===== src/rtl/imem_boot_loader.sv =====
// Boot loader: streams a program image into instruction memory over valid/ready and holds
// the core in reset until the final word has been written.
module imem_boot_loader #(
  parameter int unsigned WORD_W    = 32,
  parameter int unsigned DEPTH     = 64,
  parameter int unsigned ADDR_STEP = 1
) (
  input  logic              clk_i,
  input  logic              rst_i,
  input  logic              start_i,
  input  logic              in_valid_i,
  input  logic [WORD_W-1:0] in_data_i,
  input  logic              in_last_i,
  output logic              in_ready_o,
  output logic              imem_we_o,
  output logic [31:0]       imem_addr_o,
  output logic [WORD_W-1:0] imem_wdata_o,
  output logic              cpu_reset_o,
  output logic              done_o,
  output logic              error_o,
  output logic [31:0]       word_count_o
);

  localparam int unsigned IdxW = $clog2(DEPTH) + 1;
  localparam logic [IdxW-1:0] LastIdx = IdxW'(DEPTH - 1);

  typedef enum logic [1:0] {StIdle, StLoad, StDone, StErr} state_e;

  state_e              state_q, state_d;
  logic [IdxW-1:0]     idx_q, idx_d;
  logic [31:0]         cnt_q, cnt_d;
  logic                we_q, we_d;
  logic [31:0]         addr_q, addr_d;
  logic [WORD_W-1:0]   wdata_q, wdata_d;
  logic                cpu_reset_q, cpu_reset_d;

  always_comb begin
    state_d = state_q;
    idx_d   = idx_q;
    cnt_d   = cnt_q;
    we_d    = 1'b0;
    addr_d  = addr_q;
    wdata_d = wdata_q;
    case (state_q)
      StIdle, StDone, StErr: begin
        if (start_i) begin
          state_d = StLoad;
          idx_d   = '0;
          cnt_d   = '0;
        end
      end
      StLoad: begin
        // start is ignored here; in_ready is implied by being in StLoad
        if (in_valid_i) begin
          we_d    = 1'b1;
          addr_d  = 32'(idx_q) * ADDR_STEP;
          wdata_d = in_data_i;
          idx_d   = idx_q + 1'b1;
          cnt_d   = cnt_q + 32'd1;
          if (in_last_i) begin
            state_d = StDone;
          end else if (idx_q == LastIdx) begin
            state_d = StErr;
          end
        end
      end
      default: state_d = StIdle;
    endcase
    // Release the core one cycle after entering DONE so the last write lands first,
    // but re-assert it on the very edge that leaves DONE.
    cpu_reset_d = !((state_q == StDone) && (state_d == StDone));
  end

  always_ff @(posedge clk_i or posedge rst_i) begin
    if (rst_i) begin
      state_q     <= StIdle;
      idx_q       <= '0;
      cnt_q       <= '0;
      we_q        <= 1'b0;
      addr_q      <= '0;
      wdata_q     <= '0;
      cpu_reset_q <= 1'b1;
    end else begin
      state_q     <= state_d;
      idx_q       <= idx_d;
      cnt_q       <= cnt_d;
      we_q        <= we_d;
      addr_q      <= addr_d;
      wdata_q     <= wdata_d;
      cpu_reset_q <= cpu_reset_d;
    end
  end

  assign in_ready_o   = (state_q == StLoad);
  assign error_o      = (state_q == StErr);
  assign imem_we_o    = we_q;
  assign imem_addr_o  = addr_q;
  assign imem_wdata_o = wdata_q;
  assign cpu_reset_o  = cpu_reset_q;
  assign done_o       = ~cpu_reset_q;
  assign word_count_o = cnt_q;

endmodule


===== config.mk =====
export PLATFORM = sky130hd
export DESIGN_NAME = imem_boot_loader
export DESIGN_NICKNAME = d
export VERILOG_FILES = /design/src/rtl/imem_boot_loader.sv
export SDC_FILE = /design/constraint.sdc
export NUM_CORES = 1
export LEC_CHECK = 0
export BUFFER_PORTS_ARGS = -buffer_cell sky130_fd_sc_hd__buf_4
export CAP_MARGIN = 20
export CORE_UTILIZATION = 49
export CTS_BUF_LIST = sky130_fd_sc_hd__clkbuf_16
export DETAILED_ROUTE_END_ITERATION = 6
export GPL_TIMING_DRIVEN = 0
export PLACE_DENSITY_LB_ADDON = 0.05
export SYNTH_ARGS = -nofsm -noshare
export SYNTH_HDL_FRONTEND = slang
export SYNTH_SLANG_ARGS = --single-unit

===== constraint.sdc =====
create_clock -name clk_i -period 2.5 [get_ports clk_i]
set_input_delay 0 -clock clk_i [delete_from_list [all_inputs] [get_ports clk_i]]
set_output_delay 0 -clock clk_i [all_outputs]
set_load 0.05 [all_outputs]

==> results_dict.tcl <==
set metrics [dict create \
    cts-root-buf "clkbuf_16" \
    crit_path_start_kind "flop" \
    fin_tns_setup_ns 0 \
    drive_gt1_frac 0.270 \
    synth_cell_types 34 \
    rsz0062_at_grt "false" \
    place_congestion 0.799 \
    syn_area_um2 3740 \
    synth_area_leader_cell "dfrtp_1" \
    worst_ep_arrival_time_ns 2.53 \
    dieArea_um2 7980 \
    cts.repair.resized 0 \
    finalCritPeriodShare 0.915 \
    netlist_instances 409 \
    cts_max_level 3 \
    synth_seq_area_share 0.549 \
    clockBufferDepth 2 \
    period_minus_slack_ns 2.29 \
    fmax_mhz 437 \
    yosys-top-cells-count "nand2_1 (138), dfrtp_1 (81), nor2_1 (28), buf_4 (25), o21ai_0 (15)" \
    grt_pass1_wl_um 14600 \
    drc 0 \
    ios 138 \
    drt_wl_total_um 9190 \
    synth_warnings 0 \
    placedCellCount 645 \
    initial_core_util 0.510 \
    yosysMostFrequentCell "nand2_1" \
    die_h_um 89.4 \
    worst-path-max-fanout 6 \
    first_pass_iters 4 \
    antenna_found_initial 0 \
    finClkSkew_ns 0.00735 \
    final-hold-violation-count 0 \
    ant_nets 0 \
    holdBufCountCts 36 \
    core-area_um2 7330 \
    clock_latency_ns 0.33 \
    die_width_um 89.4 \
    min_path_type "input pin to flop" \
    powerDensity_nw_per_um2 820 \
    place_area_um2 4820 \
    drt-initial-drc-count 129 \
    final_area_um2 5450 \
    nNetsFinal 633 \
    path_clk_slew_ns 0.06 \
    async_flop_share 1.00 \
    setup_viol 0 \
    peakVddDrop_uv 601 \
    synth_top_cell_area_share 0.542 \
    syn_to_final_growth_pct 45.9 \
    max_cap_viol_count 0 \
    n_fill_cell 547 \
    first_global_vias 3182 \
    fin_cells 699 \
    via_per_inst 4.83 \
    cts_buffers 9 \
    grt_remaining_overflow 0 \
    status "complete, no violations" \
    p_leak_nw 2.81 \
    endpoint_kind "flop" \
    route.vias.total 3376 \
    syn-mean-instance-area_um2 9.14 \
    post_cts_buffers 0 \
    num_rows 31 \
    cts.sinks 82 \
    routedWlPerCell_um 13.1 \
    place_ws_ns 0.0161 \
    portBuffers 112 \
    final-max-slew-violation-count 0 \
    cts_tree "yes" \
    grt_max_degree 55 \
    max_slew_margin 0.392 \
    required_ns 2.74 \
    globalRouteTotalUtil 0.242 \
    setup_ws_ns 0.212 \
    path_class "flop to flop" \
    synth-main-ff-cell "dfrtp_1" \
    synth_area_leaders "dfrtp_1 (54%), nand2_1 (14%), buf_4 (5.0%)" \
    dp_hpwl_um 6030 \
    ys_ff_latch 82 \
    synth_enable_flop_cells 0 \
    tightest_slew_ns 0.904 \
    design_power_total_mw 4.47 \
]
-- worst paths after layout --
path | endpoint | depth (start not counted) | slack (ns) | startpoint
max reg2reg | word_count_o[31] | 5 | 0.21 | word_count_o[3]
max | word_count_o[31] | 5 | 0.21 | word_count_o[3]
min reg2reg | cpu_reset_o | 1 | 0.44 | state_q[1]
min in group asynchronous | imem_wdata_o[4] | 3 | 0.22 | rst_i
max in group asynchronous | idx_q[3] | 4 | 1.71 | rst_i
min | idx_q[0] | 3 | 0.08 | in_valid_i
-- cell families (layout without fill, tap and decap cells) --
group                    count (synthesis)  after routing  synth area share
AO/OA/AOI/OAI                           31             31            0.0445
adder cells (fa/ha/maj)                  2              2           0.00669
XOR/XNOR                                23             23            0.0539
flip-flops                              82             82             0.549
buffers and inverters                   45            211            0.0720
AND/OR/NAND/NOR                        225            225             0.273
other                                    1             26           0.00100
-- worst max-delay path, stage by stage (launching register included) --
cell     delay, ns
dfrtp_1       0.44
nand4_1       0.25
nor4_1        0.84
nand3_1       0.16
or3_1         0.34
a21oi_1       0.17
-- metrics by stage --
stage | hold slack, ns | util
final | 0.0838 | 0.744
after CTS | 0.0804 | 0.743
after detailed placement | 0.0268 | 0.658
after floorplan | 0.0867 | -
after global routing | 0.0936 | 0.744
after global placement | 0.184 | 0.654
-- cell usage in the layout, fill, tap and decap left out, types with 2 or more instances in the layout --
cell type	synthesis	routed
clkinv_2	0	2
nor2_1	28	28
xnor2_1	13	13
inv_1	3	4
buf_1	4	4
a22o_1	2	2
conb_1	1	25
nand2b_1	2	2
buf_4	25	137
dfrtp_1	81	81
nor4_1	7	7
and2_1	2	2
or3_1	11	11
xor2_1	10	10
o21ai_0	15	15
nor3_1	4	4
ha_1	2	2
nand2_1	138	138
a21oi_1	13	13
dlygate4sd3_1	0	36
nand3_1	7	7
and4bb_2	3	3
clkbuf_16	0	9
nand4_1	11	11
and3_1	5	5
clkbuf_1	11	11
-- report_power, final --
part	internal, mW	leakage, nW	switching, mW
clock	0.661	0.136	0.506
sequential	1.54	1.08	0.150
combinational	0.480	1.60	1.14
-- cell type report --
cell class	instances	area, um^2	area share
Inverter	4	22.5	0.00413
Timing Repair Buffer	150	1230	0.226
Antenna cell	1	2.50	0.000459
Clock buffer	9	225	0.0413
Sequential cell	82	2050	0.376
Buffer	41	249	0.0457
Multi-Input combinational cell	306	1510	0.276
Clock inverter	7	37.5	0.00688
Tap cell	99	124	0.0227
-- flip-flops by register name, summed over array words and instances, names as in the netlist --
name	cells
word_count_o	32
imem_wdata_o	32
state_q	2
imem_we_o	1
idx_q	7
imem_addr_o	7
cpu_reset_o	1
-- metal layers --
metal	vias to the layer above	GRT usage	wire length (um)
met3	15	0.0536	412
met2	98	0.407	4720
met4	0	0.113	174
met1	1599	0.300	3880
met5	-	0	0
li1	1664	-	-
(Power assumes the default switching activity.)
